===== src/rtl/uart_tx_dev.sv =====
// ----------------------------------------------------------------------------
// uart_tx_dev
//   Memory-mapped 8N1 UART transmitter living in a timer-style bus slot.
//   The CPU pushes bytes into a small TX FIFO. A four-state serialiser drains
//   the FIFO onto txd, using a programmable number of clock cycles per bit.
//
// Ports
//   clk    in   1   system clock, all state on the rising edge
//   reset  in   1   asynchronous, active-high; clears all state
//   addr   in   2   word select: 0=CTRL 1=DIV 2=DATA 3=STATUS
//   we     in   1   write strobe, already qualified with the slot select
//   dataI  in  32   write data
//   dataO  out 32   read data, combinational from addr
//   irq    out  1   level interrupt: IE & FIFO empty & serialiser idle
//   txd    out  1   serial line, idle high, registered
//
// Register map
//   CTRL   [0] EN  transmit enable, [1] IE  interrupt enable
//   DIV    [15:0] cycles per bit (0 and 1 behave as 2)
//   DATA   write pushes dataI[7:0]; reads 0
//   STATUS [0] busy [1] full [2] empty [3] overflow (sticky) [8:4] count;
//          any write clears overflow
// ----------------------------------------------------------------------------
module uart_tx_dev #(
  parameter int unsigned FIFO_DEPTH = 4,
  parameter int unsigned DIV_RESET  = 434
) (
  input  logic        clk,
  input  logic        reset,
  input  logic [1:0]  addr,
  input  logic        we,
  input  logic [31:0] dataI,
  output logic [31:0] dataO,
  output logic        irq,
  output logic        txd
);

  localparam int unsigned PW = (FIFO_DEPTH > 1) ? $clog2(FIFO_DEPTH) : 1;
  localparam int unsigned CW = PW + 1;

  localparam logic [1:0] S_IDLE  = 2'd0;
  localparam logic [1:0] S_START = 2'd1;
  localparam logic [1:0] S_DATA  = 2'd2;
  localparam logic [1:0] S_STOP  = 2'd3;

  localparam logic [1:0] A_CTRL   = 2'd0;
  localparam logic [1:0] A_DIV    = 2'd1;
  localparam logic [1:0] A_DATA   = 2'd2;
  localparam logic [1:0] A_STATUS = 2'd3;

  if (FIFO_DEPTH < 2 || FIFO_DEPTH > 16 ||
      (FIFO_DEPTH & (FIFO_DEPTH - 1)) != 0) begin : g_bad_depth
    $error("uart_tx_dev: FIFO_DEPTH must be a power of 2 in 2..16");
  end

  // --------------------------------------------------------------------------
  // State
  // --------------------------------------------------------------------------
  logic          en_q,     en_d;
  logic          ie_q,     ie_d;
  logic [15:0]   div_q,    div_d;
  logic          ovf_q,    ovf_d;

  logic [7:0]    mem_q [FIFO_DEPTH];
  logic [PW-1:0] wptr_q,   wptr_d;
  logic [PW-1:0] rptr_q,   rptr_d;
  logic [CW-1:0] count_q,  count_d;

  logic [1:0]    state_q,  state_d;
  logic [15:0]   baud_q,   baud_d;
  logic [2:0]    bitidx_q, bitidx_d;
  logic [7:0]    sh_q,     sh_d;
  logic          txd_q,    txd_d;

  // --------------------------------------------------------------------------
  // Bus decode
  // --------------------------------------------------------------------------
  logic wr_ctrl, wr_div, wr_data, wr_stat;

  assign wr_ctrl = we && (addr == A_CTRL);
  assign wr_div  = we && (addr == A_DIV);
  assign wr_data = we && (addr == A_DATA);
  assign wr_stat = we && (addr == A_STATUS);

  // Only the low half of the write bus is ever consumed.
  logic unused_data_hi;
  assign unused_data_hi = ^dataI[31:16];

  // --------------------------------------------------------------------------
  // FIFO flags and push/pop qualification
  // --------------------------------------------------------------------------
  logic        full, empty, busy;
  logic        tick, start_frame, pop, push_ok, push_drop;
  logic [15:0] div_eff;

  assign full    = (count_q == CW'(FIFO_DEPTH));
  assign empty   = (count_q == '0);
  assign busy    = (state_q != S_IDLE);
  assign div_eff = (div_q < 16'd2) ? 16'd2 : div_q;

  // tick marks the last cycle of the current bit period.
  assign tick = busy && (baud_q == 16'd1);

  // A new frame is launched either from IDLE or straight out of a finishing
  // stop bit, so back-to-back bytes have no idle gap.
  assign start_frame = en_q && !empty &&
                       ((state_q == S_IDLE) || ((state_q == S_STOP) && tick));
  assign pop         = start_frame;

  // A push into a full FIFO is still accepted when a pop frees the slot on
  // the same edge; the read happens before the write overwrites that entry.
  assign push_ok   = wr_data && (!full || pop);
  assign push_drop = wr_data && full && !pop;

  // --------------------------------------------------------------------------
  // Register / FIFO next state
  // --------------------------------------------------------------------------
  always_comb begin
    en_d    = en_q;
    ie_d    = ie_q;
    div_d   = div_q;
    ovf_d   = ovf_q;
    wptr_d  = wptr_q;
    rptr_d  = rptr_q;
    count_d = count_q;

    if (wr_ctrl) begin
      en_d = dataI[0];
      ie_d = dataI[1];
    end
    if (wr_div) begin
      div_d = dataI[15:0];
    end
    if (wr_stat) begin
      ovf_d = 1'b0;
    end else if (push_drop) begin
      ovf_d = 1'b1;
    end

    if (push_ok) begin
      wptr_d = wptr_q + PW'(1);
    end
    if (pop) begin
      rptr_d = rptr_q + PW'(1);
    end
    case ({push_ok, pop})
      2'b10:   count_d = count_q + CW'(1);
      2'b01:   count_d = count_q - CW'(1);
      default: count_d = count_q;
    endcase
  end

  // --------------------------------------------------------------------------
  // Serialiser
  // --------------------------------------------------------------------------
  always_comb begin
    state_d  = state_q;
    baud_d   = baud_q;
    bitidx_d = bitidx_q;
    sh_d     = sh_q;
    txd_d    = txd_q;

    if (busy && !tick) begin
      baud_d = baud_q - 16'd1;
    end

    case (state_q)
      S_IDLE: begin
        if (start_frame) begin
          sh_d    = mem_q[rptr_q];
          baud_d  = div_eff;
          txd_d   = 1'b0;
          state_d = S_START;
        end
      end
      S_START: begin
        if (tick) begin
          txd_d    = sh_q[0];
          sh_d     = {1'b0, sh_q[7:1]};
          bitidx_d = 3'd0;
          baud_d   = div_eff;
          state_d  = S_DATA;
        end
      end
      S_DATA: begin
        if (tick) begin
          // The divider is re-sampled at every bit boundary, so a DIV write
          // takes effect on the next bit while the current bit keeps its length.
          baud_d = div_eff;
          if (bitidx_q == 3'd7) begin
            txd_d   = 1'b1;
            state_d = S_STOP;
          end else begin
            txd_d    = sh_q[0];
            sh_d     = {1'b0, sh_q[7:1]};
            bitidx_d = bitidx_q + 3'd1;
          end
        end
      end
      S_STOP: begin
        if (tick) begin
          if (start_frame) begin
            sh_d    = mem_q[rptr_q];
            baud_d  = div_eff;
            txd_d   = 1'b0;
            state_d = S_START;
          end else begin
            txd_d   = 1'b1;
            state_d = S_IDLE;
          end
        end
      end
      default: begin
        state_d = S_IDLE;
        txd_d   = 1'b1;
      end
    endcase
  end

  // --------------------------------------------------------------------------
  // Sequential state
  // --------------------------------------------------------------------------
  always_ff @(posedge clk or posedge reset) begin
    if (reset) begin
      en_q     <= 1'b0;
      ie_q     <= 1'b0;
      div_q    <= 16'(DIV_RESET);
      ovf_q    <= 1'b0;
      wptr_q   <= '0;
      rptr_q   <= '0;
      count_q  <= '0;
      state_q  <= S_IDLE;
      baud_q   <= '0;
      bitidx_q <= '0;
      sh_q     <= '0;
      txd_q    <= 1'b1;
    end else begin
      en_q     <= en_d;
      ie_q     <= ie_d;
      div_q    <= div_d;
      ovf_q    <= ovf_d;
      wptr_q   <= wptr_d;
      rptr_q   <= rptr_d;
      count_q  <= count_d;
      state_q  <= state_d;
      baud_q   <= baud_d;
      bitidx_q <= bitidx_d;
      sh_q     <= sh_d;
      txd_q    <= txd_d;
    end
  end

  // FIFO storage carries no reset; validity is tracked by the pointers.
  always_ff @(posedge clk) begin
    if (push_ok) begin
      mem_q[wptr_q] <= dataI[7:0];
    end
  end

  // --------------------------------------------------------------------------
  // Read mux and outputs
  // --------------------------------------------------------------------------
  logic [4:0] count5;
  assign count5 = 5'(count_q);

  always_comb begin
    dataO = '0;
    case (addr)
      A_CTRL:   dataO = {30'd0, ie_q, en_q};
      A_DIV:    dataO = {16'd0, div_q};
      A_DATA:   dataO = '0;
      A_STATUS: dataO = {23'd0, count5, ovf_q, empty, full, busy};
      default:  dataO = '0;
    endcase
  end

  assign irq = ie_q && empty && !busy;
  assign txd = txd_q;

endmodule


===== config.mk =====
export PLATFORM = sky130hd
export DESIGN_NAME = uart_tx_dev
export DESIGN_NICKNAME = d
export VERILOG_FILES = /design/src/rtl/uart_tx_dev.sv
export SDC_FILE = /design/constraint.sdc
export NUM_CORES = 1
export LEC_CHECK = 0
export CAP_MARGIN = 10
export CORE_MARGIN = 3
export CORE_UTILIZATION = 58
export CTS_BUF_LIST = sky130_fd_sc_hd__clkbuf_4 sky130_fd_sc_hd__clkbuf_8 sky130_fd_sc_hd__clkbuf_16
export DETAILED_ROUTE_END_ITERATION = 8
export MAX_ROUTING_LAYER = met4
export PLACE_DENSITY = 0.85
export SLEW_MARGIN = 25
export SYNTH_ARGS = -nofsm -noshare
export SYNTH_HDL_FRONTEND = slang
export SYNTH_SLANG_ARGS = --single-unit

===== constraint.sdc =====
create_clock -name clk -period 5.4 [get_ports clk]
set_input_delay 1.08 -clock clk [delete_from_list [all_inputs] [get_ports clk]]
set_output_delay 1.08 -clock clk [all_outputs]
set_load 0.02 [all_outputs]

# Yosys cells after proc, flatten, opt, wreduce, memory -nomap -nowiden

Memory sizes are Yosys's and may differ from the RTL's.
Cells that the tools add are included.

Multiplexer cells: 36
Divide/modulo/power cells: 0
Bitwise logic cells: 0
Magnitude comparators: 1
Eq/ne operators: 17
$add $sub $neg: 6
Shifts and indexed selects: 0
Multiply operators: 0
Reductions and logical operators: 33

Operators by type and width:

| operator                                                    | count |
|---|---|
| one-hot mux 32 bit (4 select lines)                         | 1 |
| 2-to-1 mux 16 bit                                           | 5 |
| one-hot mux 16 bit (3 select lines)                         | 1 |
| 2-to-1 mux 8 bit                                            | 5 |
| one-hot mux 8 bit (4 select lines)                          | 1 |
| equality test 16 x 1 -> 1 bit, second input constant        | 1 |
| less-than comparator 16 x 2 -> 1 bit, second input constant | 1 |
| subtractor 16 x 1 -> 16 bit, second input constant          | 1 |
| logical AND 1 bit                                           | 14 |
| != test 2 bit, second input constant                        | 6 |
| one-hot mux 3 bit (2 select lines)                          | 2 |
| AND reduction 4 bit                                         | 3 |
| 2-to-1 mux 1 bit                                            | 11 |
| equality test 2 bit, second input constant                  | 5 |
| 2-to-1 mux 2 bit                                            | 5 |
| 2-to-1 mux 3 bit                                            | 3 |
| one-hot mux 2 bit (4 select lines)                          | 1 |
| nonzero test 2 bit                                          | 4 |
| adder 3 x 1 -> 3 bit, second input constant                 | 2 |
| equality test 2 x 1 -> 1 bit, second input constant         | 3 |
| equality test 3 bit, second input constant                  | 2 |
| logical NOT 1 bit                                           | 5 |
| AND reduction 5 bit                                         | 1 |
| adder 2 x 1 -> 2 bit, second input constant                 | 2 |
| 6 further kinds                                             | 8 |

Register bits: 56
Memory bits (read-only): 0
Bits in latches: 0
Memory bits (writable): 32
Memories kept: 1

Memory list:

| memory | depth | width | read ports | clocked after Yosys merged registers in | write ports | line | text |
|---|---|---|---|---|---|---|---|
| mem_q  | 4     | 8     | 1          | 0                                       | 1           | 64   | `logic [7:0] mem_q [FIFO_DEPTH];` |

# Logic depth before layout (Yosys ltp)

Gate-level depths: netlist (run 1).

Depth after elaboration: 9
Gate-level depth with buffers: 10
Depth with buffers taken out: 9

# Worst setup path before layout (run 1)

OpenSTA, ideal clock, no wires.

Kind: input port to output port
Start point: input port addr[0]
End point: output port dataO[1]
Slack: 2395 ps
Buffers on the path: 1
Arrival time: 1925 ps
Data required time: 4320 ps
Cell stages on the path: 3
Cells stage by stage: clkbuf_1 mux2i_1 o21ai_0

Longest elaborated chain between the ends: 2

RTL lines:

| what                                        | line | text |
|---|---|---|
| from (decl)                                 | 30   | `input logic [1:0] addr,` |
| equality test 2 bit (tied with other cells) | 268  | `case (addr)` |
| one-hot mux 32 bit (4 select lines) (*)     | 268  |  |
| to (decl)                                   | 33   | `output logic [31:0] dataO,` |

Every way passes the cells marked *; elsewhere a longest branch is shown, timed or not. The select of a mux whose other input is x is not followed.

# Final worst setup path (run 1)

Start point: input port addr[1]
End point: output port dataO[11]

The elaborated chain is that of the path after synthesis.

==> results of run 1 <==
## registers in the layout, summed over array words and instances, names as in the netlist
register / flops
ovf_q: 1
div_q: 16
sh_q: 8
ie_q: 1
txd: 1
mem_q: 32
rptr_q: 2
state_q: 2
baud_q: 16
en_q: 1
wptr_q: 2
count_q: 3
bitidx_q: 3
## cell usage in the layout, fill, tap and decap left out, types with 3 or more instances in the layout
master,n
sky130_fd_sc_hd__mux2_2,28
sky130_fd_sc_hd__a22o_1,6
sky130_fd_sc_hd__clkdlybuf4s50_1,38
sky130_fd_sc_hd__nand2_1,27
sky130_fd_sc_hd__mux4_2,8
sky130_fd_sc_hd__o21ai_0,20
sky130_fd_sc_hd__dfrtp_1,50
sky130_fd_sc_hd__xor2_1,10
sky130_fd_sc_hd__xnor2_1,9
sky130_fd_sc_hd__and2_1,14
sky130_fd_sc_hd__and4_1,3
sky130_fd_sc_hd__nor2b_1,10
sky130_fd_sc_hd__dfstp_2,6
sky130_fd_sc_hd__nand4_1,4
sky130_fd_sc_hd__nor4_1,6
sky130_fd_sc_hd__mux2_4,8
sky130_fd_sc_hd__nor3b_1,4
sky130_fd_sc_hd__nor3_1,8
sky130_fd_sc_hd__nor2_1,7
sky130_fd_sc_hd__mux2i_1,10
sky130_fd_sc_hd__nand3b_1,4
sky130_fd_sc_hd__inv_1,10
sky130_fd_sc_hd__conb_1,16
sky130_fd_sc_hd__nor4_4,3
sky130_fd_sc_hd__ha_1,12
sky130_fd_sc_hd__clkbuf_8,9
sky130_fd_sc_hd__edfxtp_1,32
## how the worst max path moves through the flow
stage | end | slack (ps)
2_1_floorplan | dataO[1] | 2390
3_3_place_gp | dataO[8] | 1230
3_5_place_dp | dataO[8] | 1190
4_1_cts | dataO[8] | 1180
5_1_grt | dataO[14] | 1060
6_report | dataO[11] | 1170
## routing by layer
metal	vias to the layer above	track usage, %
li1	1383	-
met1	1476	30.7
met2	117	34.0
met3	21	4.89
met4	0	8.41
met5	-	-
## final cells by class
type / instances / share of cell area, %
flip-flops and latches: 88 / 45.0
multi-input cells: 254 / 40.4
repair buffers: 39 / 7.37
clock buffers: 10 / 2.50
well taps: 102 / 2.42
clock inverters: 6 / 1.47
inverters: 11 / 0.784
## worst max-delay path: cells and delay by family
kind	cells	cell delay, ps
AND/OR/NAND/NOR	2	750
buffers and inverters	2	1320
## cells by family (layout without fill, tap and decap cells)
group,Yosys count,count (layout)
and+or+nand+nor,103,103
xor gates and xnor gates,19,19
other,1,16
DFF,88,88
adders and majority gates,13,13
muxes,55,55
AOI/OAI and AO/OA,48,48
buffers and inverters,39,66
## per-stage QoR
step                total power [uW]  setup WS, ps  cells  utilization (%)
floorplan                       1970          2390    381                -
global placement                2160          1230    494             65.0
detailed placement              2220          1190    494             65.0
CTS                             2700          1180    510             67.7
global route                    2880          1060    510             67.8
finish                          2710          1170    510             67.8
## where the power goes
part	internal [uW]	switching [uW]	leakage, uW
Combinational	581	578	0.000995
Sequential	862	206	0.000972
Clock	227	253	0.000104
==> results.txt, run 1 <==
* Compound-Gate Fraction of Synth Area: under 10%
* Cell-by-cell trace of the critical path: clkdlybuf4s50_1 > nor2b_1 > and2_1 > clkdlybuf4s50_1
- Met3 WL post-DR: approximately 640 microns
- The synthesized netlist contains approximately 60 unique library cells.
- Routability Congestion: about 0.88
- Reg clk slew, reported paths: 90 ps
* Final routed wire length divided by cell count: about 18 microns
- By area the synthesized netlist is led by sky130_fd_sc_hd__dfrtp_1 27%, sky130_fd_sc_hd__edfxtp_1 21%, sky130_fd_sc_hd__mux2_2 6.8%.
- CTS root buf: sky130_fd_sc_hd__clkbuf_8
- In this run the worst hold path is classified as reg2reg.
- Metal1 wirelength: 4090 microns
- Capture point of the worst reg-to-reg path: mem_q[1][1]
* Hold Worst Slack: roughly 520 ps
- The number of global-route vias before repair is 2954.
- The synthesized netlist devotes 13.6% of its cell area to simple gates.
- Counting instances, the worst hold path has a depth of 1.
* Count of buffers inserted at the top-level ports: 38
* Most used standard cell by instance count after synthesis: sky130_fd_sc_hd__dfrtp_1
- Fraction of synthesized area in multiplexers: between 10% and 20%
- TritonCTS built the clock tree.
* Clock H-tree levels: 3
* Kind of end point of the critical path: primary output
- Of all cell types, the one taking the most synthesized area is sky130_fd_sc_hd__dfrtp_1.
- The die covers 9130 sq um.
- In this run, synthesis inferred 32 flip-flops with an integrated enable.
- Max-Cap Viols: 0
- The number of hold buffers added after CTS was 0.
- Setup repair after global routing left no endpoint under its margin.
* Count of pins on the block boundary: between 70 and 80
- Across all layers, the routed design uses ~3.0k vias.
* Critical path type: in2out
- Cell area after placement: 5050 sq um
- At the pin with the least slew margin, the transition time is around 760 ps.
- The worst-case IR drop observed on VDD is 0.315 mV.
* Number of buffers created by CTS: 9
- Of the post-synthesis cell area, the dominant cell type holds between 20% and 30%.
- The sequential cells in the finished layout cover a total of approximately 2400 sq um.
- Post-detail-place hpwl: ~6400 microns
- Summed over all cells, the static leakage comes to approximately 0.0021 uW.
* Top_reg_cell synth: sky130_fd_sc_hd__dfrtp_1
- Xor/xnor cell area share of the yosys netlist: under 10%
* Kind of start point of the critical path: primary input
- Worst reg2reg startpoint: state_q[0]
- Clock latency on the worst-skew pair, taken at its later pin, is about 370 ps.
- Final worst-path cycle share: about four fifths
- Hold path startpoint: sh_q[6]
- The clock period could shrink to between 4000 and 5000 ps.
* Area of the multi-input gates: approximately 2100 sq um
- Among all stages on the critical path, the largest delay is contributed by sky130_fd_sc_hd__clkdlybuf4s50_1.
* DRC violation count after routing: 0
- Layout filler cell count: 550
- Relative to the synthesized area, the layout overhead comes to 13.2%.
- In this run the standard cell core region covers ~7800 sq um.
* Mean area per synthesized cell: between 10 and 15 sq um
- For the final routed database, the setup TNS stands at 0 ps.
* # Post-CTS Setup Buffers: 0
- The path with the worst hold slack has its endpoint at sh_q[6].
- The flow ran to the end, and the final reports show no timing, DRC or antenna violations.
* Final count of negative-setup-slack endpoints: 0
* Die width: between 90 and 100 microns
- In the detailed route, the total length drawn on met2 is approximately 4400 microns.
- The number of antenna diodes in the final layout is 0.
- After floorplanning, the core was divided into 32 placement rows.
* Share of flip-flops with an asynchronous set or reset: ~64%
* Synthesized cell area: roughly 4600 sq um
- The count of nets left with antenna violations once routing finished came out at 0.
* Final design instance area without fill: around 5300 sq um
- In the final design database the tool counted approximately 450 nets.
- Once the floorplan was initialized, standard cells occupied 59.9% of the core.
- Fraction of layout instances using a drive strength above 1: about a fifth
- For the final database, setup skew stands at 11.3 ps.
- Entering global routing, the biggest net connects 57 pins.
- Measured against its own limit, the worst slew margin works out to 49.6%.
* Synth warn: 0
- In this run the worst setup path begins at addr[1].
- Via-to-Cell Ratio: just under 6
- Data on the critical path arrives at its endpoint at between 3000 and 4000 ps.
* Wire length of the first global-routing pass: 15100 microns
- Maximum root-to-sink buffer count: 2
- Overflow left after global routing: 0
- Violation count after the first detailed-route iteration: about 220
- Hold Violations, Final: 0
* Pins over their slew limit: 0
* Highest metal used: met4
- Derived from the worst setup path, the maximum achievable clock frequency is about 0.24 GHz.
- The worst register-to-register path has a setup slack of ~2500 ps.
- Counting stages on the worst path, the most repeated cell is sky130_fd_sc_hd__clkdlybuf4s50_1.
* Antenna violations before repair: 0
- Power spread over the standard cell area amounts to 514 nW/um^2.
* Num Clock Sinks: between 80 and 90
* Global-route usage over all layers: a little under a quarter
- Required time of the critical path: 4320 ps
- Worst R2R Path Depth: 6
- 1st-pass router iterations: 4
* Post-CTS resize count: 0
- After technology mapping, the gate count stands at ~370.
* Dominant combinational cell family by area after synthesis: multiplexers
- The largest single stage delay on the critical path is a little over 700 ps.
- Of all nets on the critical path, the largest fanout is 14.
- For this run, the register share of the synthesized area comes to approximately half.
- After Yosys synthesis, full adders, half adders and majority gates account for 3.66% of the synthesized area.
- The routed design has about 9400 microns of wire.
* Die Ht: 95.5 microns
- The commonest cells after synthesis are 50 x sky130_fd_sc_hd__dfrtp_1, 32 x sky130_fd_sc_hd__edfxtp_1, 28 x sky130_fd_sc_hd__mux2_2.
* Flip-flop and latch count after synthesis: 88
Power figures use the tool's default switching activity.
==> run 2, diff against run 1 <==
--- a/config.mk
+++ b/config.mk
@@ -7,11 +7,11 @@
 export LEC_CHECK = 0
 export CAP_MARGIN = 10
 export CORE_MARGIN = 3
-export CORE_UTILIZATION = 58
+export CORE_UTILIZATION = 49
 export CTS_BUF_LIST = sky130_fd_sc_hd__clkbuf_4 sky130_fd_sc_hd__clkbuf_8 sky130_fd_sc_hd__clkbuf_16
 export DETAILED_ROUTE_END_ITERATION = 8
 export MAX_ROUTING_LAYER = met4
-export PLACE_DENSITY = 0.85
+export PLACE_DENSITY = 0.76
 export SLEW_MARGIN = 25
 export SYNTH_ARGS = -nofsm -noshare
 export SYNTH_HDL_FRONTEND = slang
==> constraint.sdc (replaced) <==
create_clock -name clk -period 3.4 [get_ports clk]
set_input_delay 0.68 -clock clk [delete_from_list [all_inputs] [get_ports clk]]
set_output_delay 0.68 -clock clk [all_outputs]
set_load 0.02 [all_outputs]
==> results.txt, run 2 (synthesis gave the netlist of run 1 again) <==
- Outcome: complete, no violations
- Max reg flops: 32
* Hold path startpoint: sh_q[1]
* Die Ht: about 100 microns
* Biggest registers after layout: mem_q (32), baud_q (16), div_q (16)
- Register with the most flip-flops: mem_q
- Once layout is complete, the utilization of the core stands at between 50 and 60%.
* Sequential group share of total power: between 30% and 40%
- Routability Congestion: 0.846
- The critical path contains buffers and inverters numbering 2 combined.
* Largest net degree at the start of global routing: 27
- For this design the total switching power over the nets is 1660 uW.
- The setup path with the least slack is of type in2out.
* RSZ-0062 raised after global routing: no
- In this run the standard cell core region covers about 9000 sq um.
- Fin crit period: slightly above 3000 ps
- The tree built by TritonCTS fans out to 88 sinks.
- For this run the aggregate overflow at the end of global routing stands at 0.
- Drt total wl: roughly 9200 microns
- Global routing used around 19% of the available tracks.
* Setup clock skew after layout: between 8 and 9 ps
* Skew-Pair Late Insertion Delay: 370 ps
* Wire length of the first global-routing pass: 15200 microns
- Before antenna repair, the detailed router went through 4 iterations.
* Worst path setup slack after routing: approximately 330 ps
* Sw Share: a little under two fifths
- Max-Cap Viols: 0
- During placement, the flow inserted port buffers numbering 38.
* Via-to-Cell Ratio: 5.36
- In this design, the stage delay of the slowest critical-path cell is between 600 and 700 ps.
- Setup TNS: 0 ps
- Timing would allow up to between 0.3 and 0.4 GHz.
- The number of antenna diodes in the final layout is 0.
- The wire-length estimate of the detail-placed layout is 6690 microns.
- Cell-by-cell trace of the critical path: clkdlybuf4s50_1 > nor2b_1 > and2_1 > clkdlybuf4s50_1
- The worst setup path is captured at a primary output.
* Fraction of layout instances using a drive strength above 1: 21.4%
- Clock tree from TritonCTS: built
* Die area: ~11000 sq um
- The final number of hold-violating endpoints is 0.
- Critical-path top delay cell: sky130_fd_sc_hd__clkdlybuf4s50_1
- Number of buffers inserted for hold repair after clock tree synthesis: 0
* Final ANT Viol Nets: 0
- Initial core utilization: approximately 52%
- Cell area after placement: about 5100 sq um
* Number of nets in the final layout: between 400 and 500
- In the routed design, unresolved DRC markers number 0.
- Largest vdd supply drop: 0.464 mV
- After detailed routing, the average wire length per cell comes to around 17 microns.
* Routed via count: ~2.9k
- Counting stages on the worst path, the most repeated cell is sky130_fd_sc_hd__clkdlybuf4s50_1.
- The worst setup path is launched from a primary input.
- The first routing iteration left ~180 violations.
- For this design the top-level I/O count stands at a little over 70.
- OpenSTA, run right after detailed placement, puts the worst setup slack at roughly 290 ps.
* Worst slew slack as a fraction of its limit: a little over half
* Pins over their slew limit: 0
- Clock H-tree levels: 3
- Dividing total power by cell area gives a power density of just over 800 nW/um^2.
- Gates resized during post-CTS repair numbered 0.
* Worst hold-check path type: reg2reg
* Worst reg2reg startpoint: baud_q[1]
- Clk pwr share: between 10% and 20%
- Hold Worst Slack: ~520 ps
- Std-Cell Rows: 34
* Startpoint of the worst setup timing path: addr[0]
- # Post-CTS Setup Buffers: 0
- Reg clk slew, reported paths: about 90 ps
- Internal portion of total power: 2680 uW
- Category of cells accounting for the largest share of critical-path delay: buffers and inverters
* Number of buffers created by CTS: 9
- In this run the static leakage power is between 0.002 and 0.0025 uW.
* Antenna violations before repair: 0
- Of all nets on the critical path, the largest fanout is 10.
- In the layout the commonest cells are 50 x sky130_fd_sc_hd__dfrtp_1, 38 x sky130_fd_sc_hd__clkdlybuf4s50_1, 32 x sky130_fd_sc_hd__edfxtp_1.
* Required time of the critical path: between 2000 and 3000 ps
- The number of global-route vias before repair was approximately 3.0k.
- Final worst-path cycle share: between 90 and 100%
* CTS root buf: sky130_fd_sc_hd__clkbuf_8
- The library cell used most frequently in the layout, excluding fill and tap cells, is sky130_fd_sc_hd__dfrtp_1.
- Worst slew pin tran: roughly 700 ps
- Combinational cells account for a little over two fifths of the total power.
- With fillers left out, the area of the finished cells amounts to 5350 sq um.
- The die is between 100 and 150 microns wide.
- No sink is reached through more buffers than the 2 on the longest clock path.
- Compared with the post-synthesis result, the final layout area differs by 15.1%.
* Crit path arrival time: between 2000 and 2500 ps
- Final count of negative-setup-slack endpoints: 0
run 2: layer usage:
layer / GRT usage (%) / wire length [microns]
met5: - / 0
met4: 6.97 / 149
met3: 3.69 / 459
met2: 29.6 / 4350
met1: 26.0 / 4210
run 2: worst paths after layout:
| kind | end | slack [ps] | cells after the start |
|---|---|---|---|
| max | dataO[12] | 330 | 4 |
| min | sh_q[1] | 520 | 1 |
| max reg2reg | mem_q[3][0] | 780 | 7 |
| min reg2reg | sh_q[1] | 520 | 1 |
| max in group asynchronous | div_q[7] | 2030 | 3 |
| min in group asynchronous | baud_q[14] | 670 | 2 |
run 2: final cells by class:
| cell class | count | area (sq um) |
|---|---|---|
| Clock buffer | 9 | 124 |
| Clock inverter | 7 | 86.3 |
| Fill cell | 713 | 3620 |
| Inverter | 11 | 41.3 |
| Multi-Input combinational cell | 254 | 2130 |
| Sequential cell | 88 | 2370 |
| Tap cell | 126 | 158 |
| Timing Repair Buffer | 47 | 448 |
run 2: power groups by stage:
stage,clock (uW),combinational [uW],sequential (uW)
finish,771,1880,1690
global route,824,2060,1730
CTS,785,1880,1690
detailed placement,0,1860,1710
global placement,0,1790,1690
floorplan,0,1550,1570
run 2: worst reg2reg max path: stages, from the launching register on:
cell	delay, ps
sky130_fd_sc_hd__dfrtp_1	390
sky130_fd_sc_hd__inv_1	90
sky130_fd_sc_hd__ha_1	160
sky130_fd_sc_hd__nor3b_1	460
sky130_fd_sc_hd__nand4_4	150
sky130_fd_sc_hd__o21a_1	330
sky130_fd_sc_hd__a21oi_4	260
sky130_fd_sc_hd__and2_1	430
run 2: metrics by stage:
stage          power, uW  cells
6_report            4340    542
5_1_grt             4620    542
4_1_cts             4350    542
3_5_place_dp        3570    526
3_3_place_gp        3480    526
2_1_floorplan       3120    381
==> variant: new RTL, settings of run 1 <==
Change the parameter `FIFO_DEPTH` from 4 to 8.
--- a/src/rtl/uart_tx_dev.sv
+++ b/src/rtl/uart_tx_dev.sv
@@ -23,5 +23,5 @@
 // ----------------------------------------------------------------------------
 module uart_tx_dev #(
-  parameter int unsigned FIFO_DEPTH = 4,
+  parameter int unsigned FIFO_DEPTH = 8,
   parameter int unsigned DIV_RESET  = 434
 ) (
Behaviour: not the same (a bounded check fails within 10 cycles, from zero or initial values and one cycle with reset high).
==> variant against run 1 <==
- area after synthesis grew 32%
- die area rose by 30%
- wire length is 42% higher
- cell area increased by 35%
- sequential cell count grew 35
- power is 43% higher
- non-clock buffer count rose by 5
- setup slack got worse by 34 ps
- worst hold slack got worse by 44 ps
- critical endpoint is now dataO[9]
- largest cell class unchanged
- highest routed layer unchanged
==> variant: results (changes against run 1) <==
| Metric | Value |
|---|---|
| Total number of vias | 3,930 (was 2,997) |
| Crit path arrival time | 3190 ps (was 3150 ps) |
| Leak Pwr | 2.73 nW (was 2.07 nW) |
| Area contributors post-synth | edfxtp_1, dfrtp_1, mux4_2 (was dfrtp_1, edfxtp_1, mux2_2) |
| Biggest regs | mem_q: 64 flops, baud_q: 16 flops, div_q: 16 flops (was mem_q: 32 flops, baud_q: 16 flops, div_q: 16 flops) |
| Placed cell count | 613 (was 494) |
| R2R depth | 9 (was 6) |
| Worst R2R End | count_q[3] (was mem_q[1][1]) |
| DR WL/cell | 20.6 um (was 18.4 um) |
| Layout cells sized above 1 | 0.217 (was 0.201) |
| GRT met1 Usage | 0.322 (was 0.307) |
| Flop2flop setup slack | 1810 ps (was 2510 ps) |
| Commonest cells in the netlist | edfxtp_1, dfrtp_1, nand2_1, mux2_2, o21ai_0 (was dfrtp_1, edfxtp_1, mux2_2, nand2_1, o21ai_0) |
| Routability cong. | 0.917 (was 0.875) |
| Hpwl dp | 8540 um (was 6430 um) |
| Nets@finish | 549 (was 453) |
| CTS HTree Levels | 4 (was 3) |
| Hold EP | txd (was sh_q[6]) |
| Num CTS Buffers | 17 (was 9) |
| Worst skew pair latency | 530 ps (was 370 ps) |
| Skew final | 9.75 ps (was 11.3 ps) |
| Status | finished clean (unchanged) |
| Min-Delay Startpoint | txd (was sh_q[6]) |
| Worst vdd ir | 0.297 mV (was 0.315 mV) |
| Largest net degree at the start of global routing | 37 (was 57) |
| Routed WL | 13,300 um (was 9380 um) |
| Worst Max-Slew Pin Slew | 910 ps (was 756 ps) |
| Reg clk slew, reported paths | 60 ps (was 90 ps) |
| Syn Area/Cell | 13.3 sq um (was 12.7 sq um) |
| Initial DRT Pass Iterations | 5 (was 4) |
| Hold depth | 2 (was 1) |
variant: report_power, final:
part / total, mW / internal (mW) / switching [mW]
clock: 1.03 / 0.637 / 0.391
combinational: 1.36 / 0.645 / 0.713
sequential: 1.48 / 1.17 / 0.305
variant: layout make-up:
class	count	area, sq um
multi-input combinational	306	2550
fill	637	2920
sequential	123	3410
clock inverter	7	41.3
clock buffer	25	504
inverter	7	26.3
timing repair buffer	44	425
tap	133	166
variant: worst max path at each step:
| stage | start | endpoint | depth (start not counted) |
|---|---|---|---|
| after floorplan | addr[1] | dataO[0] | 3 |
| after global placement | addr[1] | dataO[13] | 4 |
| after detailed placement | addr[1] | dataO[9] | 4 |
| after CTS | addr[1] | dataO[9] | 4 |
| after global routing | addr[1] | dataO[9] | 4 |
| final | addr[1] | dataO[9] | 4 |
variant: metrics by stage:
stage / setup slack, ps / instance area, sq um / hold WS, ps / total power [mW] / util
3_5_place_dp: 1130 / 6570 / 467 / 2.80 / 0.654
3_3_place_gp: 1310 / 6560 / 464 / 2.72 / 0.653
2_1_floorplan: 2370 / 6200 / 464 / 2.48 / -
6_report: 1130 / 7120 / 475 / 3.86 / 0.709
4_1_cts: 1120 / 7120 / 475 / 3.86 / 0.708
5_1_grt: 950 / 7120 / 518 / 4.08 / 0.709
variant: cell families (layout without fill, tap and decap cells):
kind of cell | after synthesis | after routing | synth area share
mux | 63 | 63 | 0.141
other cells | 1 | 16 | 0.000610
simple gates | 125 | 125 | 0.125
buf+inv | 49 | 83 | 0.0423
fa+ha+maj | 13 | 13 | 0.0265
compound gates | 66 | 66 | 0.0774
flops | 123 | 123 | 0.554
xor+xnor | 23 | 23 | 0.0328
variant: metal layers:
| layer | up-vias | part of all wire |
|---|---|---|
| met1 | 1979 | 0.42 |
| li1 | 1779 | - |
| met5 | - | 0 |
| met3 | 24 | 0.052 |
| met4 | 0 | 0.019 |
| met2 | 148 | 0.51 |
variant: critical path, stage by stage:
cell and delay, ps:
clkdlybuf4s50_1 710, nor2b_1 550, and2_1 230, clkdlybuf4s50_1 610
